`src/rtl/score_keeper_multi.sv`:
```
// Round-win score keeper for N_PLAYERS players: edge-detected add/sub, match end at WIN_SCORE, then freeze.
// Optional active-low 7-segment output per player when SCORE_KEEPER_HEX_EN is defined.
module score_keeper_multi #(
  parameter int N_PLAYERS = 2,
  parameter int WIDTH     = 3,
  parameter int WIN_SCORE = 7,
  localparam int WL       = (N_PLAYERS > 2) ? $clog2(N_PLAYERS) : 1
) (
  input  logic                       clk,
  input  logic                       Reset,
  input  logic [N_PLAYERS-1:0]       add,
  input  logic [N_PLAYERS-1:0]       sub,
  output logic [N_PLAYERS*WIDTH-1:0] scores,
  output logic [N_PLAYERS-1:0]       point_pulse,
  output logic                       game_over,
  output logic [WL-1:0]              winner
`ifdef SCORE_KEEPER_HEX_EN
  ,
  output logic [N_PLAYERS*7-1:0]     hex
`endif
);

  localparam logic [WIDTH-1:0] WIN = WIDTH'(WIN_SCORE);

  typedef enum logic {PLAY, OVER} state_t;
  state_t state;

  logic [N_PLAYERS-1:0]       add_prev, sub_prev;
  logic [N_PLAYERS-1:0]       add_rise, sub_rise;
  logic [N_PLAYERS-1:0]       inc;
  logic [N_PLAYERS*WIDTH-1:0] nxt;
  logic                       any_win;
  logic [WL-1:0]              win_idx;

  always_comb begin
    add_rise = add & ~add_prev;
    sub_rise = sub & ~sub_prev;
    nxt      = scores;
    inc      = '0;
    any_win  = 1'b0;
    win_idx  = '0;
    for (int i = 0; i < N_PLAYERS; i++) begin
      if (add_rise[i] && !sub_rise[i] && scores[i*WIDTH +: WIDTH] != WIN) begin
        nxt[i*WIDTH +: WIDTH] = scores[i*WIDTH +: WIDTH] + WIDTH'(1);
        inc[i] = 1'b1;
      end else if (sub_rise[i] && !add_rise[i] && scores[i*WIDTH +: WIDTH] != '0) begin
        nxt[i*WIDTH +: WIDTH] = scores[i*WIDTH +: WIDTH] - WIDTH'(1);
      end
    end
    // Scan downwards so the lowest-indexed simultaneous winner is kept.
    for (int i = N_PLAYERS - 1; i >= 0; i--) begin
      if (nxt[i*WIDTH +: WIDTH] == WIN) begin
        any_win = 1'b1;
        win_idx = WL'(i);
      end
    end
  end

`ifdef SCORE_KEEPER_HEX_EN
  function automatic logic [6:0] seg7(input logic [WIDTH-1:0] v);
    case (int'(v))
      0:       seg7 = 7'b1000000;
      1:       seg7 = 7'b1111001;
      2:       seg7 = 7'b0100100;
      3:       seg7 = 7'b0110000;
      4:       seg7 = 7'b0011001;
      5:       seg7 = 7'b0010010;
      6:       seg7 = 7'b0000010;
      7:       seg7 = 7'b1111000;
      8:       seg7 = 7'b0000000;
      9:       seg7 = 7'b0010000;
      default: seg7 = 7'b0000110;
    endcase
  endfunction
`endif

  always_ff @(posedge clk) begin
    if (Reset) begin
      state       <= PLAY;
      scores      <= '0;
      point_pulse <= '0;
      game_over   <= 1'b0;
      winner      <= '0;
      // History of all-ones stops a request held through reset from counting.
      add_prev    <= '1;
      sub_prev    <= '1;
`ifdef SCORE_KEEPER_HEX_EN
      hex         <= {N_PLAYERS{7'b1000000}};
`endif
    end else begin
      add_prev <= add;
      sub_prev <= sub;
      case (state)
        PLAY: begin
          scores      <= nxt;
          point_pulse <= inc;
`ifdef SCORE_KEEPER_HEX_EN
          for (int i = 0; i < N_PLAYERS; i++)
            hex[i*7 +: 7] <= seg7(nxt[i*WIDTH +: WIDTH]);
`endif
          if (any_win) begin
            state     <= OVER;
            game_over <= 1'b1;
            winner    <= win_idx;
          end
        end
        default: begin
          point_pulse <= '0;
        end
      endcase
    end
  end

endmodule
```
`config.mk`:
```
export PLATFORM = sky130hd
export DESIGN_NAME = score_keeper_multi
export DESIGN_NICKNAME = d
export VERILOG_FILES = /design/src/rtl/score_keeper_multi.sv
export SDC_FILE = /design/constraint.sdc
export NUM_CORES = 1
export LEC_CHECK = 0
export ABC_AREA = 1
export ABC_CLOCK_PERIOD_IN_PS = 2800
export BUFFER_PORTS_ARGS = -buffer_cell sky130_fd_sc_hd__buf_2
export CORE_MARGIN = 5
export CORE_UTILIZATION = 57
export CTS_CLUSTER_SIZE = 10
export DETAILED_ROUTE_END_ITERATION = 10
export PLACE_DENSITY = 0.81
export SLEW_MARGIN = 20
export SYNTH_ARGS = -nofsm -noshare
export SYNTH_HDL_FRONTEND = slang
export SYNTH_SLANG_ARGS = --single-unit
export TNS_END_PERCENT = 10
```
`constraint.sdc`:
```
create_clock -name clk -period 2.8 [get_ports clk]
set_clock_uncertainty 0.1 [all_clocks]
set_input_delay 0.42 -clock clk [delete_from_list [all_inputs] [get_ports clk]]
set_output_delay 0.42 -clock clk [all_outputs]
set_load 0.1 [all_outputs]
```
* After elaboration in Yosys (flattened, before gate mapping)
Index checks and enable logic that the tools add are counted.
Storage, ports and cells: register bits 15, word-level logic and storage cells 47
Cells by class: $add $sub $neg 4, equality and inequality tests 4, mux-type cells 11, bitwise gates (word level) 5, reduce and logical (&&, ||, !) cells 16
Operator list (number):
- $mux 3 | 4
- $logic_and 1x1->1 | 8
- $mux 1 | 7
- $add 3x1->3 const B | 2
- $eq 3x3->1 const B | 2
- $ne 3x3->1 const B | 2
- $reduce_bool 3->1 | 2
- $sub 3x1->3 const B | 2
- $and 2x2->2 | 2
- $logic_not 1->1 | 4
- $not 2->2 | 2
- $reduce_and 2->1 | 1
- $reduce_or 2->1 | 1
- $not 1->1 | 1

* Depth between registers and ports, before layout
Gate-level depths: netlist of run 1.
depth in word-level cells 12, mapped depth 13, mapped depth without buffers 13

* Least setup slack after synthesis of run 1
OpenSTA, ideal clock, no wires.
path type reg2reg, start register scores[0], end register state, setup time 113 ps, arrival time 2241 ps, slack 346 ps, stages on the path, launching flop included 14, buffers on the path 0, cells stage by stage dfxtp_1 -> inv_1 -> ha_1 -> ha_1 -> inv_1 -> nand3_4 -> nand2_1 -> nand2_1 -> nand2_2 -> inv_2 -> nand3_2 -> nand2_2 -> o21ai_1 -> inv_1
On the way: longest elaborated chain between the ends 8
RTL lines:
- start: declaration | line 13 | output logic [N_PLAYERS*WIDTH-1:0] scores,
- start signal: assignment | line 95 | scores <= nxt;
- parallel branches: the longest is 3 deep, another holds $sub 3x1->3
- $mux 3 * | line 43 | if (add_rise[i] && !sub_rise[i] && scores[i*WIDTH +: WIDTH] != WIN) begin
- $eq 3x3->1 * | line 52 | if (nxt[i*WIDTH +: WIDTH] == WIN) begin
- $mux 1 * | line 52
- $mux 1 * | line 101 | if (any_win) begin
- $mux 1 * | line 93 | case (state)
- end signal: assignment | line 79 | state <= PLAY;
- end signal: assignment | line 102 | state <= OVER;
- end: declaration | line 26 | state_t state;
Mark *: on every way between the ends. A chain may end at the register's enable or synchronous reset.

* Worst setup path after layout of run 1
Ends and elaborated chain as after synthesis.

==> results of run 1 <==
## cell type report
cell class	count	area share
Multi-Input combinational cell	75	0.487
Sequential cell	15	0.292
Inverter	28	0.102
Timing Repair Buffer	15	0.0731
Clock buffer	4	0.0256
Tap cell	16	0.0195
## sequential cells by signal (all words and copies together), names as in the netlist
name and flops:
scores 6, add_prev 2, point_pulse 2, sub_prev 2, game_over 1, state 1
winner 1
## power by group through the flow
stage / Clock [mW] / Sequential, mW / Combinational (mW)
finish: 0.129 / 0.227 / 0.102
global route: 0.146 / 0.229 / 0.110
CTS: 0.132 / 0.227 / 0.102
detailed placement: 0 / 0.233 / 0.102
global placement: 0 / 0.232 / 0.0988
floorplan: 0 / 0.266 / 0.0488
## placed cells by master (no fill, tap or decap), types with 4 or more instances in the layout
| cell type | Yosys | final |
|---|---|---|
| nand3_1 | 6 | 6 |
| nand2_2 | 8 | 8 |
| dfxtp_1 | 15 | 15 |
| ha_1 | 8 | 8 |
| inv_2 | 7 | 7 |
| buf_2 | 0 | 15 |
| nand4_1 | 4 | 4 |
| nand2_1 | 18 | 18 |
| nor2_4 | 4 | 4 |
| o21ai_0 | 7 | 7 |
| inv_1 | 20 | 20 |
| a21oi_1 | 6 | 6 |
## cells by family after synthesis
group | Yosys count | share of synthesized area
adders and majority gates | 8 | 0.110
AOI/OAI and AO/OA | 15 | 0.0863
DFF | 15 | 0.329
buffers and inverters | 30 | 0.123
and+or+nand+nor | 52 | 0.352
## critical path: stages (launching register included)
cell	delay, ns
dfxtp_1	0.39
inv_1	0.09
ha_1	0.21
ha_1	0.17
inv_1	0.12
nand3_4	0.10
nand2_1	0.07
nand2_1	0.06
nand2_2	0.07
inv_2	0.03
nand3_2	0.07
nand2_2	0.06
o21ai_1	0.12
inv_1	0.05
## metrics by stage
| step | std cells | utilization | total power, mW | worst slack, ns |
|---|---|---|---|---|
| after floorplan | 120 | - | 0.315 | 0.346 |
| after global placement | 149 | 0.664 | 0.331 | 1.05 |
| after detailed placement | 149 | 0.664 | 0.334 | 0.984 |
| after CTS | 153 | 0.682 | 0.462 | 0.984 |
| after global routing | 153 | 0.682 | 0.485 | 0.814 |
| final | 153 | 0.682 | 0.458 | 0.996 |
## metal layers
layer,up-vias,GRT usage
met1,326,0.181
met5,-,0
li1,411,-
met3,5,0.0422
met2,24,0.234
met4,0,0.0786
## cells in the mapped netlist (3+ instances only)
library cell,count
inv_2,7
nand2_1,18
nand3_2,3
dfxtp_1,15
o21ai_0,7
nor2_1,3
nand2_2,8
nor2_4,4
nand3_1,6
inv_1,20
ha_1,8
nand4_1,4
a21oi_1,6
## worst max-delay path by stage
stage          depth (start not counted)        end  slack, ns  startpoint
4_1_cts                               13      state       0.98   scores[0]
5_1_grt                               12  game_over       0.81   scores[3]
3_5_place_dp                          13      state       0.98   scores[0]
6_report                              13      state        1.0   scores[0]
2_1_floorplan                         13      state       0.35   scores[0]
3_3_place_gp                          11     winner       1.05   scores[0]
==> flow_summary.yaml, run 1 <==
yosys:
  ys_ff_latch: 15
  netlist.area_leader.share: 0.329
  avgSynthCellArea_um2: 7.61
  syn_area_um2: 913
  yosysWarnings: 0
  synthArstFlopShare: 0
  synth_edf_count: 0
  ys_seq_area_frac: 0.329
  synthFlopType: "dfxtp_1"
  yosysTopAreaCell: "dfxtp_1"
  synth.area.top_cells: "dfxtp_1 33%, ha_1 11%, inv_1 8.2%"
  synth_fp_nets: 134
  syn_inst: 120
  ys_types: 21
global_route:
  grt_pass1_vias: 683
  overflow: 0
  antenna_found_initial: 0
  grt_max_degree: 15
  grt_pass1_wl_mm: 2.89
  track_usage: 0.149
timing:
  whs_ns: 0.214
  max_freq_mhz: 554
  rsz0062_at_grt: "false"
  relSlewSlack: 0.678
  setup_violations: 0
  finalCritPeriodShare: 0.644
  tightest_slew_ns: 0.487
  final.min_clock_period_ns: 1.80
  tns_ns: 0
  hold_viol: 0
  drv_slew: 0
worst_hold_path:
  holdCritStartpoint: "sub[1]"
  min_path_type: "in2reg"
  hold-path-cell-count: 3
  min_to: "sub_prev[1]"
clock_tree:
  cts_setup_buffers: 0
  cts_root_buf: "clkbuf_4"
  htreeDepth: 1
  cts_tree: "done"
  cts.hold.buffers_added: 0
  cts_resized: 0
  cts_buffers: 3
  clockBufferDepth: 2
  clkTransAtPathRegs_ns: 0.09
  clock_latency_ns: 0.30
  cts.sinks: 15
layout:
  nets: 152
  drive_above_1_share: 0.328
  fillers: 140
  syn_to_final_growth_pct: 12.5
  antennaDiodeCount: 0
  multiInputGateArea_um2: 500
  layout.area.seq_um2: 300
  fin_area_um2: 1030
floorplan:
  io_pins: 16
  fp.coreArea_um2: 1510
  start_util: 0.606
  dieArea_um2: 2500
  die_y_um: 50.0
  row_count: 14
  die_w_um: 50.0
power_and_ir_drop:
  p_seq_frac: 0.497
  p_per_area_nw_per_um2: 446
  sw_frac_of_total: 0.340
  comb_power_share: 0.222
  clkPwrFrac: 0.282
  switchingPower_mw: 0.156
  p_leak_nw: 0.582
  ir_drop_v: 0.000347
  intPower_mw: 0.302
critical_path:
  cp-start-kind: "register"
  crit-reg2reg-launch: "scores[0]"
  r2r_cells: 13
  r2r_end: "state"
  worstPathRequired_ns: 2.90
  r2r_slack_ns: 1.0
  end_kind: "register"
  critPathKind: "reg2reg"
  worst-path-max-fanout: 5
  cp.arrival_ns: 1.90
route:
  top_layer_used: "met4"
  post_drt_wl_per_cell_um: 11.0
  dr.first_iter.drc_count: 20
  vias: 766
  wirelength_met1_um: 762
  wl_met3_um: 119
  dr_wl_met2_um: 760
  drt_first_pass_iters: 4
  drc: 0
  routed_via_density: 5.01
  wl_mm: 1.68
  final_antenna_net_count: 0
run:
  maxCapViolCount: 0
place:
  place_area_um2: 1000
  gp_congestion: 0.810
  io_buffers: 15
  hpwl_mm: 1.33
status:
  status: "complete, no violations"
No activity file was read; power rests on OpenSTA's default activity.
==> run 2: changes to the inputs <==
--- a/config.mk
+++ b/config.mk
@@ -6,13 +6,13 @@
 export NUM_CORES = 1
 export LEC_CHECK = 0
 export ABC_AREA = 1
-export ABC_CLOCK_PERIOD_IN_PS = 2800
+export ABC_CLOCK_PERIOD_IN_PS = 1700
 export BUFFER_PORTS_ARGS = -buffer_cell sky130_fd_sc_hd__buf_2
 export CORE_MARGIN = 5
-export CORE_UTILIZATION = 57
+export CORE_UTILIZATION = 53
 export CTS_CLUSTER_SIZE = 10
 export DETAILED_ROUTE_END_ITERATION = 10
-export PLACE_DENSITY = 0.81
+export PLACE_DENSITY = 0.76
 export SLEW_MARGIN = 20
 export SYNTH_ARGS = -nofsm -noshare
 export SYNTH_HDL_FRONTEND = slang
==> constraint.sdc (replaced) <==
create_clock -name clk -period 1.7 [get_ports clk]
set_clock_uncertainty 0.1 [all_clocks]
set_input_delay 0.255 -clock clk [delete_from_list [all_inputs] [get_ports clk]]
set_output_delay 0.255 -clock clk [all_outputs]
set_load 0.1 [all_outputs]
==> run 2 against run 1 <==
Final cell count is 1.3% higher. Clock power is 60% higher. Count of clock-buffer cells in the layout fell by 1. Die area up 6.0%. Power is 70% higher. Worst hold slack got worse by 0.15 ns. Sequential share of layout area shrank 1.5 points.
==> flow_summary.yaml, run 2 (synthesis results as in run 1) <==
status:
  status: "complete, no violations"
timing:
  max_freq_mhz: 612
  setup_ws_ns: 0.0662
  setup_violations: 0
  tightest_slew_ns: 0.493
  drv_slew: 0
  relSlewSlack: 0.674
  finalCritPeriodShare: 0.961
  final.min_clock_period_ns: 1.63
  whs_ns: 0.0635
  hold_viol: 0
  rsz0062_at_grt: "true"
clock_tree:
  cts_root_buf: "clkbuf_4"
  cts_tree: "done"
  clkTransAtPathRegs_ns: 0.10
  cts_buffers: 3
  cts.hold.buffers_added: 0
  clockBufferDepth: 2
  clock_latency_ns: 0.28
  htreeDepth: 1
  cts.sinks: 15
layout:
  final_common_cell: "buf_2"
  nets: 153
  largest-register: "scores"
  fillers: 147
  largest_reg_flops: 6
  drive_above_1_share: 0.536
  mostFrequentLayoutCells: "15 x buf_2, 14 x nand2_1, 13 x inv_1"
  antennaDiodeCount: 0
  multiInputGateArea_um2: 593
  layout.area.seq_um2: 323
  syn_to_final_growth_pct: 27.5
route:
  routed_via_density: 5.09
  final_antenna_net_count: 0
  wl_mm: 1.77
  dr.first_iter.drc_count: 13
  vias: 789
  drt_first_pass_iters: 4
  post_drt_wl_per_cell_um: 11.4
  drc: 0
critical_path:
  r2r_cells: 10
  cp-start-kind: "register"
  end_kind: "register"
  worst-path-max-fanout: 6
  critPathKind: "reg2reg"
  worstPathRequired_ns: 1.79
  cp.arrival_ns: 1.72
floorplan:
  fp.coreArea_um2: 1690
  dieArea_um2: 2650
  start_util: 0.541
  die_y_um: 51.5
  row_count: 15
  io_pins: 16
  die_w_um: 51.5
global_route:
  grt_pass1_vias: 663
  overflow: 0
  grt_pass1_wl_mm: 2.88
  track_usage: 0.143
  grt_max_degree: 10
  antenna_found_initial: 0
worst_hold_path:
  min_path_type: "in2reg"
  hold-path-cell-count: 3
power_and_ir_drop:
  ir_drop_v: 0.000425
  p_leak_nw: 0.586
  p_per_area_nw_per_um2: 669
place:
  hpwl_mm: 1.34
  io_buffers: 15
  gp_congestion: 0.833
  dp_slack_ns: 0.0103
run:
  maxCapViolCount: 0
[run 2: cell types whose count changed in the layout (fill, tap and decap cells not counted), sizes merged]
cell / change
buf: +1
clkinv: +1
clkbuf: -1
[run 2: power by group]
group | total, mW | switching (mW) | internal (mW) | leakage, nW
combinational | 0.201 | 0.140 | 0.0608 | 0.441
clock | 0.206 | 0.119 | 0.0873 | 0.0177
sequential | 0.373 | 0.0131 | 0.359 | 0.127
[run 2: per-layer routing]
metal / vias to the layer above / global-route usage / wire length [µm]
met1: 357 / 0.201 / 872
met3: 4 / 0.0287 / 66
met4: 0 / 0.0655 / 31
met2: 14 / 0.208 / 794
met5: - / 0 / 0
li1: 414 / - / -
[run 2: worst max-delay path, cell delays in order, from the launching register on]
cell	delay [ns]
dfxtp_4	0.38
ha_2	0.18
ha_2	0.18
nor2_4	0.10
nand2_4	0.08
nand3_1	0.11
nand2_2	0.09
nand3_4	0.09
nand2_2	0.06
o21ai_1	0.12
inv_1	0.05
[run 2: repair_timing]
action,in CTS,in global routing
buffers inserted,0,0
pin swaps,0,9
endpoints found under the setup margin,1,3
resized for setup,1,16
[run 2: final cells by class]
class	count	area share
multi-input cells	75	0.509
flip-flops and latches	15	0.277
inverters	28	0.101
repair buffers	16	0.0709
clock buffers	3	0.0193
well taps	17	0.0183
clock inverters	1	0.00430
[run 2: stage by stage]
step                 util  setup TNS [ns]  instances  total power [mW]  area, µm²
finish              0.690               0        155             0.780       1160
global route        0.690         -0.0612        155             0.824       1160
CTS                 0.661               0        155             0.768       1120
detailed placement  0.644               0        151             0.566       1090
global placement    0.644               0        151             0.561       1090
floorplan               -          -0.197        120             0.532        991
[run 2: worst paths after layout]
path / from / endpoint / slack [ns]
max: scores[3] / state / 0.07
min: sub[1] / sub_prev[1] / 0.06
max reg2reg: scores[3] / state / 0.07
min reg2reg: game_over / game_over / 0.37
